### src/rtl/imem_boot_loader_pkg.sv
// Shared definitions for the instruction-memory boot loader: FSM states, field widths,
// and the word-index to byte-address mapping.
package imem_boot_loader_pkg;

    localparam int HDR_W      = 16;
    localparam int BYTE_W     = 8;
    localparam int WORD_BYTES = 4;

    typedef enum logic [2:0] {
        HDR_HI,
        HDR_LO,
        WORD,
        CHK,
        DONE,
        ERROR
    } state_t;

    function automatic logic [31:0] word_byte_addr(input logic [31:0] base, input logic [31:0] index);
        return base + (index << $clog2(WORD_BYTES));
    endfunction

endpackage

### src/rtl/loader_idle_timer.sv
// Idle-cycle watchdog: counts enabled cycles, pulses expired on the TIMEOUT_CYCLES-th one.
// Latency: expired is combinational from the count and enable, no extra cycle.
// Backpressure: none; clear has priority and restarts the count at zero.
module loader_idle_timer #(
    parameter int TIMEOUT_CYCLES = 65535
) (
    input  logic clk,
    input  logic reset,
    input  logic clear,
    input  logic enable,
    output logic expired
);

    localparam int CNT_W = (TIMEOUT_CYCLES > 1) ? $clog2(TIMEOUT_CYCLES) : 1;
    localparam logic [CNT_W-1:0] LAST = CNT_W'(TIMEOUT_CYCLES - 1);

    logic [CNT_W-1:0] count;

    assign expired = enable && (count == LAST);

    always_ff @(posedge clk or negedge reset) begin
        if (!reset) begin
            count <= '0;
        end else if (clear || expired) begin
            count <= '0;
        end else if (enable) begin
            count <= count + 1'b1;
        end
    end

endmodule

### src/rtl/imem_boot_loader.sv
// Receives a sized, checksummed program image byte-by-byte and writes big-endian words to imem.
// Latency: write strobe one cycle after the 4th byte of a word; done/error one cycle after checksum.
// Backpressure: rx_ready high in every loading state (no bubbles), low in DONE/ERROR until start.
module imem_boot_loader
    import imem_boot_loader_pkg::*;
#(
    parameter int          ADDR_WIDTH     = 8,
    parameter logic [31:0] BASE_ADDR      = 32'h0,
    parameter int          TIMEOUT_CYCLES = 65535
) (
    input  logic        clk,
    input  logic        reset,
    input  logic        rx_valid,
    input  logic [7:0]  rx_data,
    output logic        rx_ready,
    output logic        imem_we,
    output logic [31:0] imem_addr,
    output logic [31:0] imem_wdata,
    output logic        cpu_reset,
    output logic        load_done,
    output logic        load_error,
    input  logic        start
);

    localparam int          IDX_W     = ADDR_WIDTH + 1;
    localparam logic [31:0] MAX_WORDS = 32'd1 << ADDR_WIDTH;
    localparam logic [1:0]  LAST_BYTE = 2'(WORD_BYTES - 1);

    state_t                state;
    logic [BYTE_W-1:0]     n_hi;
    logic [IDX_W-1:0]      n_words;
    logic [IDX_W-1:0]      idx;
    logic [1:0]            byte_cnt;
    logic [3*BYTE_W-1:0]   shift_reg;
    logic [BYTE_W-1:0]     csum;
    logic [HDR_W-1:0]      n_hdr;
    logic                  xfer;
    logic                  timed;
    logic                  expired;

    assign rx_ready = (state != DONE) && (state != ERROR);
    assign xfer     = rx_valid && rx_ready;
    assign timed    = (state == HDR_LO) || (state == WORD) || (state == CHK);
    assign n_hdr    = {n_hi, rx_data};

    // Waiting for the first header byte is not a stall, so HDR_HI keeps the timer cleared.
    loader_idle_timer #(
        .TIMEOUT_CYCLES (TIMEOUT_CYCLES)
    ) u_idle_timer (
        .clk     (clk),
        .reset   (reset),
        .clear   (xfer || !timed),
        .enable  (timed && !xfer),
        .expired (expired)
    );

    always_ff @(posedge clk or negedge reset) begin
        if (!reset) begin
            state      <= HDR_HI;
            n_hi       <= '0;
            n_words    <= '0;
            idx        <= '0;
            byte_cnt   <= '0;
            shift_reg  <= '0;
            csum       <= '0;
            imem_we    <= 1'b0;
            imem_addr  <= BASE_ADDR;
            imem_wdata <= '0;
            cpu_reset  <= 1'b1;
            load_done  <= 1'b0;
            load_error <= 1'b0;
        end else begin
            imem_we <= 1'b0;
            case (state)
                HDR_HI: begin
                    if (xfer) begin
                        n_hi  <= rx_data;
                        state <= HDR_LO;
                    end
                end
                HDR_LO: begin
                    if (xfer) begin
                        if (n_hdr == '0) begin
                            state <= CHK;
                        end else if (32'(n_hdr) <= MAX_WORDS) begin
                            n_words <= IDX_W'(n_hdr);
                            state   <= WORD;
                        end else begin
                            state      <= ERROR;
                            load_error <= 1'b1;
                        end
                    end
                end
                WORD: begin
                    if (xfer) begin
                        csum     <= csum ^ rx_data;
                        byte_cnt <= byte_cnt + 2'd1;
                        // Write register is separate from the assembler so the next word can start now.
                        if (byte_cnt == LAST_BYTE) begin
                            imem_we    <= 1'b1;
                            imem_wdata <= {shift_reg, rx_data};
                            imem_addr  <= word_byte_addr(BASE_ADDR, 32'(idx));
                            idx        <= idx + 1'b1;
                            if (idx + IDX_W'(1) == n_words) begin
                                state <= CHK;
                            end
                        end else begin
                            shift_reg <= {shift_reg[2*BYTE_W-1:0], rx_data};
                        end
                    end
                end
                CHK: begin
                    if (xfer) begin
                        if (rx_data == csum) begin
                            state     <= DONE;
                            cpu_reset <= 1'b0;
                            load_done <= 1'b1;
                        end else begin
                            state      <= ERROR;
                            load_error <= 1'b1;
                        end
                    end
                end
                DONE, ERROR: begin
                    if (start) begin
                        state      <= HDR_HI;
                        idx        <= '0;
                        csum       <= '0;
                        byte_cnt   <= '0;
                        load_done  <= 1'b0;
                        load_error <= 1'b0;
                        cpu_reset  <= 1'b1;
                    end
                end
                default: state <= HDR_HI;
            endcase
            // expired already excludes a transfer this cycle, so a byte always beats the timeout.
            if (timed && expired) begin
                state      <= ERROR;
                load_error <= 1'b1;
            end
        end
    end

endmodule
### config.mk
export PLATFORM = sky130hd
export DESIGN_NAME = imem_boot_loader
export DESIGN_NICKNAME = d
export VERILOG_FILES = /design/src/rtl/imem_boot_loader_pkg.sv /design/src/rtl/loader_idle_timer.sv /design/src/rtl/imem_boot_loader.sv
export SDC_FILE = /design/constraint.sdc
export NUM_CORES = 1
export LEC_CHECK = 0
export BUFFER_PORTS_ARGS = -buffer_cell sky130_fd_sc_hd__buf_2
export CORE_MARGIN = 2
export CORE_UTILIZATION = 50
export CTS_CLUSTER_DIAMETER = 60
export DETAILED_ROUTE_END_ITERATION = 8
export PLACE_DENSITY = 0.71
export RECOVER_POWER = 100
export SLEW_MARGIN = 20
export SYNTH_ARGS = -nofsm -noshare
export SYNTH_HDL_FRONTEND = slang
export SYNTH_SLANG_ARGS = --single-unit
### constraint.sdc
create_clock -name clk -period 3.3 [get_ports clk]
set_input_delay 0.66 -clock clk [delete_from_list [all_inputs] [get_ports clk]]
set_output_delay 0.66 -clock clk [all_outputs]
set_load 0.1 [all_outputs]
# After elaboration in Yosys (flattened, before gate mapping)
# Cells that the tools add are included.
# totals
inputBits	12
out_inout_bits	69
word_cells	116
ff_bits	124
# op_classes
n_mux	42
reduce_logical	27
bitwise	3
magnitude_cmp	1
n_eq_ne	26
add_sub_neg	3
# ops
operator	count
$mux W16	2
$mux W3	10
$mux W9	3
$ne A3 B2 Y1 const B	6
$pmux W9 S2	1
$add A16 B1 Y16 const B	1
$eq A16 B16 Y1 const B	1
$le A16 B9 Y1 const B	1
$logic_not A16 Y1	1
$mux W1	16
$mux W8	2
$pmux W8 S2	1
$pmux W3 S5	1
$reduce_and A7 Y1	2
$ne A3 B3 Y1 const B	4
$reduce_and A4 Y1	3
$add A9 B1 Y9 const B	1
$eq A9 B9 Y1	1
$reduce_and A3 Y1	3
$eq A8 B8 Y1	1
$xor A8 B8 Y8	1
$eq A3 B2 Y1 const B	2
$eq A3 B3 Y1 const B	2
$ne A2 B2 Y1 const B	3
18 further kinds	33

# Depth between registers and ports, before layout
# depth
depth_word	9
mapped_depth	9
mapped_depth_nobuf	7

# By module
# Synthesis repeated with hierarchy kept, for this count alone.
# hier_totals
cells_unflattened	594
area_unflattened_um2	5901.9
# by_module_without_submodules
mod	seq_area_each_um2	n_inst	cells_per_inst	area_each_um2
imem_boot_loader	2703.8	1	510	5033.6
loader_idle_timer	400.4	1	84	868.3

# Least setup slack after synthesis
# No wires, ideal clock.
# synth_timing
path_type	input -> register
startpoint	input rx_data[4]
endpoint	register n_words[5]
arrival_time_ns	2.236
cell_stages	5
path_slack_ns	0.939
path_buffers	1
setup_time_ns	0.125
cell_sequence	clkbuf_1 nor4_1 a21boi_1 nor4_4 mux2_4
# synth_via
elab_chain_len	3
word_cells_on_any_way	4
cone_classes	order compare: 1; bitwise: 1; reduce/logical: 2
# synth_rtl
element	line	rtl
from (decl)	imem_boot_loader.sv:14	input logic [7:0] rx_data,
branches (longest 2 deep; another with $le A16 B9 Y1)	-	
$reduce_and A4 Y1 (no source line) (*)	-	
to (signal assigned)	imem_boot_loader.sv:86	n_words <= IDX_W'(n_hdr);
to (decl)	imem_boot_loader.sv:31	logic [IDX_W-1:0] n_words;
# Every way passes the cells marked *.
# A chain may end at the register's enable or synchronous reset.

# Worst setup path in the final report
# layout_timing
startpoint	register state[1]
endpoint	register n_words[1]
# layout_via
elab_chain_len	4
word_cells_on_any_way	6
cone_classes	eq/ne: 3; reduce/logical: 3
# layout_rtl
element	line	rtl
from (decl)	imem_boot_loader.sv:29	state_t state;
from (signal assigned)	imem_boot_loader.sv:59	state <= HDR_HI;
from (signal assigned)	imem_boot_loader.sv:78	state <= HDR_LO;
from (signal assigned)	imem_boot_loader.sv:84	state <= CHK;
$ne A3 B3 Y1	imem_boot_loader.sv:41	assign rx_ready = (state != DONE) && (state != ERROR);
$logic_and A1 B1 Y1	imem_boot_loader.sv:41	
$logic_and A1 B1 Y1	imem_boot_loader.sv:42	assign xfer = rx_valid && rx_ready;
$reduce_and A4 Y1 (no source line) (*)	-	
# Every way passes the cells marked *; elsewhere a longest branch is shown, timed or not.

==> summary.md <==
| Metric | Value |
|---|---|
| Buffer type at the clock tree root | `clkbuf_16` |
| Remaining max-slew budget at the tightest pin | `-0.4610%` |
| GRT Util Overall | `between 20% and 30%` |
| Row count | `39` |
| # clock sinks | `124` |
| GR peak layer | `met2` |
| Diode count | `0` |
| Netlist cell types | `52` |
| Per-instance average area after synthesis | `10.58 µm²` |
| Floorplan die width | `111.1 µm` |
| Terminating pin of the worst hold path | `imem_wdata[18]` |
| # H-tree levels | `4` |
| Origin of the worst min-delay path | `imem_wdata[18]` |
| Hold buffers post-CTS | `0` |
| Synth Flop Type | `dfrtp_1` |
| RSZ-0062 raised after global routing | `false` |
| F_max | `367.5 MHz` |
| Reg clk slew, reported paths | `0.06 ns` |
| Net count of the finished layout | `614` |
| Failing checks | `capacitance limit, slew limit` |
| Number of clock buffers inserted by TritonCTS | `17` |
| Number of buffers on the longest clock path | `2` |
| Area share of and/or/nand/nor cells after synthesis | `16.46%` |
| Share of synthesized flip-flops with an asynchronous set or reset | `100.0%` |
| Routability congestion estimate | `about 0.87` |
| Final routed wirelength across all metal layers | `12.29 mm` |
| Worst setup path category | `register to register` |
| Xor-xnor portion of the synthesized cell area | `4.584%` |
| Antenna violations before repair | `0` |
| Worst Setup End Kind | `register` |
| Source of the worst register-to-register timing path | `state[1]` |
| Area enclosed by the die boundary | `0.01234 mm²` |
| Setup slack after layout | `around 0.58 ns` |
| Total of buffers placed on input and output ports | `57` |
| Warnings, synthesis | `0` |
| Most frequent cells in the layout | `nand2_1 (124), dfrtp_1 (123), clkbuf_1 (52)` |
| Final HPWL DP | `8.561 mm` |
| Clock tree from TritonCTS | `built` |
| Wire length of the first global-routing pass | `20.61 mm` |
| Residual antenna-violating net count after detailed routing | `0` |
| Data required time at the worst endpoint | `between 3 and 4 ns` |
| Ratio of total power to cell area | `645.7 mW/mm²` |
| Post-synthesis register bit count | `124` |
| Worst-margin pin slew | `roughly 1.5 ns` |
| Footprint of the multi-input gates | `about 0.0024 mm²` |
| Signed area change from the synthesized netlist to the final layout | `13.75%` |
| Setup crit start kind | `register` |
| Setup Buffers After CTS | `0` |
| Number of failing hold endpoints at the final stage | `0` |
| First-pass iteration count of the detailed router | `6` |
| Share of layout cells above drive strength 1 | `16.89%` |
| Core area | `0.01132 mm²` |
| Adder-cell share of the synthesized area | `0.8732%` |
| Total I/O pin count | `slightly above 80` |
| Overall via count from detail_route | `between 4k and 5k` |
| Met1 track demand over resource | `28.30%` |
| Met3 Usage GRT | `6.342%` |
| Leak | `0.003094 µW` |
| Portion of netlist area occupied by mux cells | `11.90%` |
| Flip-flop and latch area | `0.003104 mm²` |
| Per-cell routed wire length | `16.32 µm` |
| Number of design rule violations left after detail routing | `0` |
| Netlist area before placement | `0.005732 mm²` |
| Starting Density | `50.63%` |
| Reg-to-reg slack, setup | `0.58 ns` |
| Synthesized netlist cell count | `542` |
| Dominant combinational cell family by area after synthesis | `simple AND/OR/NAND/NOR gates` |
| DR vias/cell | `roughly 5.3` |
| Filler Cell Count | `1005` |
| Destination of the worst register-to-register timing path | `n_words[1]` |
| Max-cap violations | `1` |
| Arrival time of data at the critical path endpoint | `around 3 ns` |
| Post-synth EDFFs | `0` |
| Clock insertion delay at the later pin of the skew report | `0.42 ns` |
| Gr ovfl total | `0` |
| Critical Path Fanout Max | `10` |
| Met2 track demand over resource | `34.03%` |
| Min cycle time layout | `2.721 ns` |
| R2R cell count | `4` |
| Sequential area share after synthesis | `54.16%` |
| Final clock period utilization by the worst path | `82.45%` |
| Number of DRC violations after detailed-routing iteration 0 | `223` |
| Cells resized by post-CTS repair | `0` |
| Compound-cell area share of the yosys netlist | `6.025%` |
| Worst setup slack before clock tree synthesis | `0.6711 ns` |
| Number of cells traversed by the worst hold path | `2` |
| Most common library cell in the layout ignoring fill and taps | `nand2_1` |
| Y dimension of the die | `111.1 µm` |
| Max reg flops | `32` |
| Largest voltage drop on the vdd net | `0.3623 mV` |
| Setup TNS | `0 ns` |
| Via count of the first global-routing pass | `4029` |
| Post-route clock skew | `0.006869 ns` |
| Total count of max-transition violations in the final report | `60` |
| Pin count of the biggest net entering global routing | `between 60 and 70` |
| Type of the worst min-delay path | `register to register` |
| Run status | `complete, but fails checks` |
| Final setup violation count | `0` |
worst max-delay path, stage by stage (launching register included):
cell,delay [ns]
dfrtp_1,0.49
nor4_1,0.45
nand2_1,0.17
nor4_2,1.13
mux2_4,0.36
cell usage after synthesis (all sizes together) (3+ instances only):
library cell  count  area [µm²]
nand3b            3       22.52
inv               7       26.28
nor3              8       40.04
ha                4       50.05
or3               3       18.77
o31ai             4       30.03
o21ai            36       180.2
nor4              6       52.55
nand3            16       80.08
nand2b            5       31.28
xor2             12       105.1
nor2             24       92.59
nand2           124       465.5
clkbuf           15       56.30
a21oi             7       35.03
buf              36       257.7
dfrtp           123        3078
nand4             5       31.28
mux2             57       671.9
xnor2            18       157.7
metrics by stage:
step           hold slack (ns)  total power, µW  cell area [µm²]  instances  utilization (%)
2_1_floorplan           0.3644             2323             5814        564                -
3_3_place_gp            0.4544             2443             6062        722            53.55
3_5_place_dp            0.4575             2466             6062        722            53.55
4_1_cts                 0.3591             4261             6628        753            58.54
5_1_grt                 0.5100             4387             6520        753            57.59
6_report                0.4695             4210             6520        753            57.59
where the power goes:
part	switching (µW)	internal, µW	leakage, µW
clock	660	1120	0.000279
sequential	124	1640	0.00170
combinational	452	214	0.00112
total	1240	2970	0.00309
worst max-delay path by stage:
stage | startpoint | endpoint | cells after the start
floorplan | rx_data[4] | n_words[5] | 5
global placement | rx_data[6] | n_words[5] | 5
detailed placement | rx_data[6] | n_words[8] | 5
CTS | state[1] | n_words[1] | 4
global route | state[1] | n_words[1] | 4
finish | state[1] | n_words[1] | 4
cell families after synthesis:
| logic type | Yosys count |
|---|---|
| AND/OR/NAND/NOR | 208 |
| flip-flops | 124 |
| AO/OA/AOI/OAI | 59 |
| multiplexers | 58 |
| buffers and inverters | 58 |
| XOR/XNOR | 30 |
| adder cells (fa/ha/maj) | 4 |
| other | 1 |
final cells by class:
class / count / area share, %
clock inverter: 12 / 1.881
timing repair buffer: 66 / 4.395
sequential: 124 / 47.61
multi-input combinational: 382 / 36.17
tap: 143 / 2.744
clock buffer: 19 / 6.793
inverter: 7 / 0.4030
routing by layer:
metal  routed length [µm]  up-vias
li1                     -     1897
met1                 5557     1993
met2                 5983      103
met3                  563       15
met4                  187        0
met5                    0        -
No activity file was read; power rests on OpenSTA's default activity.
